## src/rtl/uart_rx_fifo_pkg.sv

```systemverilog
// Shared UART definitions: byte width and FIFO occupancy-counter sizing.
// Used by the receive FIFO, the receiver and the transmitter.
package uart_rx_fifo_pkg;

    localparam int UART_DATA_W = 8;

    // Occupancy runs 0..depth inclusive, so it needs one bit more than a pointer.
    function automatic int fifo_count_w(input int depth);
        return $clog2(depth) + 1;
    endfunction

endpackage

```

## src/rtl/uart_fifo_mem.sv

```systemverilog
// DEPTH x byte storage for the UART receive FIFO.
// Synchronous write, asynchronous (show-ahead) read.
module uart_fifo_mem
    import uart_rx_fifo_pkg::*;
#(
    parameter int DEPTH = 16,
    localparam int AW   = $clog2(DEPTH)
) (
    input  logic                   i_clk,
    input  logic                   i_we,
    input  logic [AW-1:0]          i_waddr,
    input  logic [UART_DATA_W-1:0] i_wdata,
    input  logic [AW-1:0]          i_raddr,
    output logic [UART_DATA_W-1:0] o_rdata
);

    logic [UART_DATA_W-1:0] mem [DEPTH];

    // NOTE: no reset on the array; contents are only meaningful between the
    // pointers, and leaving it unreset lets synthesis map it to RAM.
    always_ff @(posedge i_clk) begin
        if (i_we) begin
            mem[i_waddr] <= i_wdata;
        end
    end

    assign o_rdata = mem[i_raddr];

endmodule

```

## src/rtl/uart_rx_fifo.sv

```systemverilog
// Receive-side byte FIFO between the UART receiver and its consumer.
// Show-ahead read, registered occupancy/flags, sticky overflow on dropped bytes.
module uart_rx_fifo
    import uart_rx_fifo_pkg::*;
#(
    parameter int DEPTH     = 16,
    parameter int AFULL_LVL = 12,
    localparam int CNT_W    = fifo_count_w(DEPTH)
) (
    input  logic                   i_clk,
    input  logic                   i_rst_n,
    input  logic [UART_DATA_W-1:0] i_rx_byte,
    input  logic                   i_rx_dv,
    input  logic                   i_rd_en,
    input  logic                   i_ovf_clr,
    output logic [UART_DATA_W-1:0] o_rd_data,
    output logic                   o_empty,
    output logic                   o_full,
    output logic                   o_almost_full,
    output logic [CNT_W-1:0]       o_count,
    output logic                   o_overflow
);

    localparam int AW = $clog2(DEPTH);

    logic [AW-1:0]          wr_ptr;
    logic [AW-1:0]          rd_ptr;
    logic [CNT_W-1:0]       count;
    logic                   wr_fire;
    logic                   rd_fire;
    logic                   ovf_set;
    logic [UART_DATA_W-1:0] mem_rdata;

    // Flags depend only on the registered count, so they cannot glitch on inputs.
    assign o_empty       = (count == '0);
    assign o_full        = (count == CNT_W'(DEPTH));
    assign o_almost_full = (count >= CNT_W'(AFULL_LVL));
    assign o_count       = count;

    // A write while full is still accepted when a read frees the head slot in the same edge.
    assign wr_fire = i_rx_dv && (!o_full || i_rd_en);
    assign rd_fire = i_rd_en && !o_empty;
    assign ovf_set = i_rx_dv && o_full && !i_rd_en;

    assign o_rd_data = o_empty ? '0 : mem_rdata;

    always_ff @(posedge i_clk or negedge i_rst_n) begin
        if (!i_rst_n) begin
            wr_ptr     <= '0;
            rd_ptr     <= '0;
            count      <= '0;
            o_overflow <= 1'b0;
        end else begin
            if (wr_fire) begin
                wr_ptr <= wr_ptr + AW'(1);
            end
            if (rd_fire) begin
                rd_ptr <= rd_ptr + AW'(1);
            end
            if (wr_fire && !rd_fire) begin
                count <= count + CNT_W'(1);
            end else if (rd_fire && !wr_fire) begin
                count <= count - CNT_W'(1);
            end
            // Set has priority over clear so a drop on the clearing edge is never lost.
            if (ovf_set) begin
                o_overflow <= 1'b1;
            end else if (i_ovf_clr) begin
                o_overflow <= 1'b0;
            end
        end
    end

    uart_fifo_mem #(
        .DEPTH (DEPTH)
    ) u_mem (
        .i_clk   (i_clk),
        .i_we    (wr_fire),
        .i_waddr (wr_ptr),
        .i_wdata (i_rx_byte),
        .i_raddr (rd_ptr),
        .o_rdata (mem_rdata)
    );

endmodule
```

## config.mk

```make
export PLATFORM = sky130hd
export DESIGN_NAME = uart_rx_fifo
export DESIGN_NICKNAME = d
export VERILOG_FILES = /design/src/rtl/uart_rx_fifo_pkg.sv /design/src/rtl/uart_fifo_mem.sv /design/src/rtl/uart_rx_fifo.sv
export SDC_FILE = /design/constraint.sdc
export NUM_CORES = 1
export LEC_CHECK = 0
export ABC_AREA = 1
export ABC_CLOCK_PERIOD_IN_PS = 6950
export BUFFER_PORTS_ARGS = -buffer_cell sky130_fd_sc_hd__buf_4
export CORE_MARGIN = 2
export CORE_UTILIZATION = 50
export CTS_BUF_LIST = sky130_fd_sc_hd__clkbuf_8 sky130_fd_sc_hd__clkbuf_16
export DETAILED_ROUTE_END_ITERATION = 8
export GPL_TIMING_DRIVEN = 0
export PLACE_DENSITY = 0.75
export SLEW_MARGIN = 40
export SYNTH_ARGS = -nofsm -noshare
export SYNTH_HDL_FRONTEND = slang
export SYNTH_SLANG_ARGS = --single-unit
export TNS_END_PERCENT = 10
```

## constraint.sdc

```tcl
create_clock -name i_clk -period 6.95 [get_ports i_clk]
set_input_delay 1.39 -clock i_clk [delete_from_list [all_inputs] [get_ports i_clk]]
set_output_delay 1.39 -clock i_clk [all_outputs]
set_load 0.03 [all_outputs]
```

# Word-level counts from Yosys, hierarchy flattened
# Memories as Yosys holds them, arrays and structs flattened.
# Cells that the tools add are included.
# W data, S select, Z words.
[op_classes]
eq_ne = 1
n_lt_le_gt_ge = 1
muxes = 7
n_addsub = 4
n_reduce_logical = 15
[op_table]
columns = ["operator", "count"]
rows = [
  ["$mux W5", 2],
  ["$add A4 B1 Y4 const B", 2],
  ["$mux W8", 1],
  ["$logic_and A1 B1 Y1", 6],
  ["$add A5 B1 Y5 const B", 1],
  ["$eq A5 B5 Y1 const B", 1],
  ["$ge A5 B4 Y1 const B", 1],
  ["$logic_not A1 Y1", 5],
  ["$logic_not A5 Y1", 1],
  ["$sub A5 B1 Y5 const B", 1],
  ["$mux W1", 4],
  ["$reduce_bool A2 Y1", 2],
  ["$logic_or A1 B1 Y1", 1],
]
[totals]
output_inout_bits = 17
elab_cells = 33
reg_bits = 14
ramBits = 128
input_bits = 13
memories = 1
[mem_list]
columns = ["memory", "depth", "word_bits", "read_ports", "rd_ports_with_merged_regs", "wr", "line_no", "rtl"]
rows = [
  ["u_mem.mem", 16, 8, 1, 0, 1, "uart_fifo_mem.sv:17", "logic [UART_DATA_W-1:0] mem [DEPTH];"],
]

# Depth between registers and ports, before layout
[depth]
ltp_word = 8
depth_mapped = 16

# By module
# From an unflattened synthesis, not the netlist that was laid out.
[hier_totals]
cells_unflattened = 667
hier_area_um2 = 6546.3
[modules_own_cells]
columns = ["module", "area_each_um2", "seq_area_each_um2", "cells_per_inst", "n_inst"]
rows = [
  ["uart_fifo_mem", 5606.6, 3843.7, 543, 1],
  ["uart_rx_fifo", 939.7, 350.3, 124, 1],
]

# Worst setup path before layout
# Ideal clock, no wire load.
[synth_path]
path_kind = "input-to-reg"
from = "input i_rd_en"
to = "register count[4] (netlist: o_count[4])"
path_slack_ns = 3.989
t_arrival_ns = 2.844
stages = 14
required_time_ns = 6.833
cell_sequence = "inv_1 -> nand2_2 -> nand2_2 -> inv_2 -> ha_1 -> inv_1 -> ha_1 -> inv_1 -> o21ai_0 -> a21oi_1 -> nand2_1 -> nand2_1 -> nand2_1 -> nand2_1"
[synth_via]
elab_chain_cells = 5
elab_cells_between_ends = 9
cone_classes = "mux (1); reduce/logical (8)"
[synth_lines]
columns = ["item", "line_no", "rtl"]
rows = [
  ["start: declaration", "uart_rx_fifo.sv:14", "input logic i_rd_en,"],
  ["$logic_or A1 B1 Y1 (*)", "uart_rx_fifo.sv:41", "assign wr_fire = i_rx_dv && (!o_full || i_rd_en);"],
  ["$logic_and A1 B1 Y1 (*)", "uart_rx_fifo.sv:41", ""],
  ["named net u_mem.i_we", "uart_fifo_mem.sv:10", "input logic i_we,"],
  ["$logic_not A1 Y1", "uart_rx_fifo.sv:62", "end else if (rd_fire && !wr_fire) begin"],
  ["$logic_and A1 B1 Y1", "uart_rx_fifo.sv:62", ""],
  ["$reduce_bool A2 Y1 (no line)", "-", ""],
  ["end signal: assignment", "uart_rx_fifo.sv:61", "count <= count + CNT_W'(1);"],
  ["end signal: assignment", "uart_rx_fifo.sv:63", "count <= count - CNT_W'(1);"],
  ["end: declaration", "uart_rx_fifo.sv:28", "logic [CNT_W-1:0] count;"],
]
# The timed path passes the listed nets; every way through them passes the cells marked *.
# A chain may end at the register's enable or synchronous reset.

# Worst setup path after layout
[layout_path]
from = "register rd_ptr[2]"
to = "output o_rd_data[5]"
[layout_via]
elab_chain_cells = 2
[layout_lines]
columns = ["item", "line_no", "rtl"]
rows = [
  ["start: declaration", "uart_rx_fifo.sv:27", "logic [AW-1:0] rd_ptr;"],
  ["start signal: assignment", "uart_rx_fifo.sv:58", "rd_ptr <= rd_ptr + AW'(1);"],
  ["$mem_v2 Z16 W8", "-", ""],
  ["$mux W8", "uart_rx_fifo.sv:45", "assign o_rd_data = o_empty ? '0 : mem_rdata;"],
  ["end: declaration", "uart_rx_fifo.sv:16", "output logic [UART_DATA_W-1:0] o_rd_data,"],
]
# Every way passes these cells.

==> results.md <==
- The detailed router finished its first iteration with 547 violations.
- The register-to-register setup slack is 4280 ps.
- The cts-stage hold buffer count is 0.
- The share of layout cells above drive strength 1 is 16.1%.
- In this run the power density over the cells is 462 nW/um^2.
- The clock passes through at most 2 buffers.
- The worst voltage drop across the vdd grid is 0.277 mV.
- The final-report max-slew violation count is 0.
- The number of antenna violations at the first check in global routing is 0.
- The final critical delay including setup and external delays is 3660 ps.
- The number of buffers added by the clock tree synthesis step is 17.
- During I/O placement, the number of pins put on the boundary was 30.
- At the worst endpoint, the required time is 5560 ps.
- The number of buffers added for setup after CTS is 0.
- Summing every instance area after synthesis gives 6150 um^2.
- For this run, asynchronously set or reset flops after synthesis account for 9.86%.
- Across the run, the number of max-cap violations was 0.
- The die boundary width is 115 um.
- The residual antenna-violating net count after detailed routing is 0.
- Setup violations remaining at the end of the flow were counted as 0.
- The number of distinct library cells after synthesis is 27.
- At the end of routability-driven placement, the weighted congestion stood at 0.860.
- The average instance in the mapped netlist occupies 11.3 um^2.
- The number of antenna diodes in the final layout is 0.
- For this run, the detailed router's first-pass iteration total came to 5.
- sky130_fd_sc_hd__edfxtp_1 takes more of the synthesized area than any other cell.
- At the worst endpoint, the arrival time is 2270 ps.
- The critical path is of the flip-flop to output pin type.
- Of the post-synthesis cell area, the dominant cell type holds 62.5%.
- The final layout contains routed wiring with a total length of 13800 um.
- For the pin with the worst max-slew slack, the measured transition is 809 ps.
- The global-route wire length before repair is 21900 um.
- The max-slew headroom at the worst pin is 45.9%.
- The initial core utilization is 51.2%.
- The root buffer cell chosen for the clock tree is sky130_fd_sc_hd__clkbuf_16.
- Setup repair after global routing left no endpoint under its margin.
- The run finished with clean final reports.
- Based on the critical path, the design can be clocked at up to 273 MHz.
- The worst min-delay path category is flip-flop to flip-flop.
- Across all layers, the routed design uses 4151 vias.
- The area of the core is 12000 um^2.
- The final instance area is 7140 um^2.
- The area growth from synthesis to layout is 16.1%.
- The number of instances resized during post-cts repair is 0.
- The half-perimeter wire length after detailed placement is 9500 um.
- The sum of overflow across all layers after global routing is 0.
- The H-tree generated during clock tree synthesis spans 4 levels.
- The total track usage is 22.8%.
- The worst-path maximum fanout is 10.
- The floorplan step set the die height to 115 um.
- The count of nets after finishing is 615.
- After floorplanning, the core was divided into 40 placement rows.
- Counting every net in the synthesized netlist gives 567.
- The final period utilization is 52.6%.
- The via count of the first global-routing pass is 4199.
- The final-layout worst hold slack is 553 ps.
- In this run the static leakage power is 2.83 nW.
- After detailed routing, the number of remaining DRC violations is 0.
- During synthesis, Yosys emitted a total of 0 warnings.
- The insertion delay of the later-clocked pin in the worst-skew pair is 420 ps.
- Sequential cells were found to cover 68.2% of the synthesized design area.
- The synthesized design contains 142 register bits.
- After detailed routing, the average wire length per cell comes to 18.3 um.
- TritonCTS built the clock tree.
- Adding up every negative setup slack in the final design gives 0 ps.
- STA classifies the critical path startpoint as a flip-flop.
- The gate count after technology mapping is 543.
- Summing all placed instances gives a cell area of 6550 um^2.
- The finished layout holds 751 standard cells, fillers aside.
- The total chip power is 3.30 mW.
- The area enclosed by the die boundary is 13200 um^2.
- The detailed-route vias per instance is 5.53.
- The number of sinks driven by the clock tree is 142.
- Between clock sinks in the finished design, the worst skew comes to 8.12 ps.
- Entering global routing, the biggest net connects 17 pins.
- For this run, the leading register cell type out of synthesis is sky130_fd_sc_hd__edfxtp_1.
- The kind of end point of the critical path is an output pin.
- The synthesized design contains 128 enable-type register cells.
- Yosys attributes the largest share of cell area to sky130_fd_sc_hd__edfxtp_1 63%, sky130_fd_sc_hd__nand2_1 11%, sky130_fd_sc_hd__nand3_1 8.3%.
- The cell total after placement is 719.
- The final count of hold timing violations is 0.
- The clock-pin slew of the registers on the worst-case setup and hold paths is 60 ps.
- The count of buffers from port buffering is 29.
final cells by class:
type / instances / area [um^2]
buffer: 25 / 171
fill: 974 / 4870
clock inverter: 11 / 73.8
multi-input combinational: 354 / 1700
inverter: 22 / 82.6
sequential: 142 / 4190
timing repair buffer: 29 / 218
clock buffer: 21 / 514
tap: 147 / 184
metrics by stage:
| step | util [%] | setup slack, ps |
|---|---|---|
| floorplan | - | 3990 |
| global route | 59.4 | 3140 |
| detailed placement | 54.5 | 3550 |
| global placement | 54.5 | 3720 |
| finish | 59.4 | 3290 |
| CTS | 59.4 | 3320 |
sequential cells by signal, indices dropped and copies added (netlist names):
name / cells
u_mem.mem: 128
wr_ptr: 4
rd_ptr: 4
o_overflow: 1
o_count: 5
cells in the final DEF (no fill, tap or decap), drive strengths merged:
cell,instances
or2,1
clkinv,6
o21ai,7
a21oi,10
clkbuf,23
ha,10
nand4,1
buf,52
dfrtp,14
nand2,191
inv,27
xnor2,4
xor2,5
nand3,102
a21o,1
fa,1
nor2,20
a31oi,1
edfxtp,128
where the power goes:
group	internal [mW]	switching (mW)
combinational	0.436	0.891
clock	0.530	0.344
sequential	1.04	0.0577
Yosys cell counts (all sizes together) (2+ instances only):
cell type / instances
nand2: 191
edfxtp: 128
nand3: 102
buf: 23
inv: 21
nor2: 20
dfrtp: 14
a21oi: 10
ha: 10
o21ai: 7
xor2: 5
xnor2: 4
clkbuf: 2
logic make-up after synthesis:
kind of cell | after synthesis | synth area share, %
AO/OA/AOI/OAI | 19 | 1.61
flip-flops | 142 | 68.2
AND/OR/NAND/NOR | 315 | 22.4
XOR/XNOR | 9 | 1.28
buffers and inverters | 47 | 4.13
adder cells (fa/ha/maj) | 11 | 2.36
final timing paths:
kind / start / end / depth (start not counted)
setup / recovery: rd_ptr[2]$_DFFE_PN0P_ / o_rd_data[5] / 7
hold / removal: o_count[0]$_DFFE_PN0P_ / o_count[0]$_DFFE_PN0P_ / 1
setup reg to reg: o_count[2]$_DFFE_PN0P_ / o_count[4]$_DFFE_PN0P_ / 15
hold reg to reg: o_count[0]$_DFFE_PN0P_ / o_count[0]$_DFFE_PN0P_ / 1
max in group asynchronous: i_rst_n / wr_ptr[3]$_DFFE_PN0P_ / 1
min in group asynchronous: i_rst_n / o_count[4]$_DFFE_PN0P_ / 1
layer usage:
metal	GRT usage (%)	vias up	share of wire, %
met3	5.64	32	9.0
met2	37.2	188	49
met1	29.6	1968	40
met5	0	-	0
met4	8.92	0	2.5
li1	-	1963	-
worst max-delay path: stages (launching register included):
cell	delay, ps
sky130_fd_sc_hd__dfrtp_1	400
sky130_fd_sc_hd__inv_1	230
sky130_fd_sc_hd__clkbuf_1	440
sky130_fd_sc_hd__nand3_1	210
sky130_fd_sc_hd__nand2_1	110
sky130_fd_sc_hd__nand2_1	50
sky130_fd_sc_hd__a21oi_1	200
sky130_fd_sc_hd__buf_4	200
(Power assumes the default switching activity.)
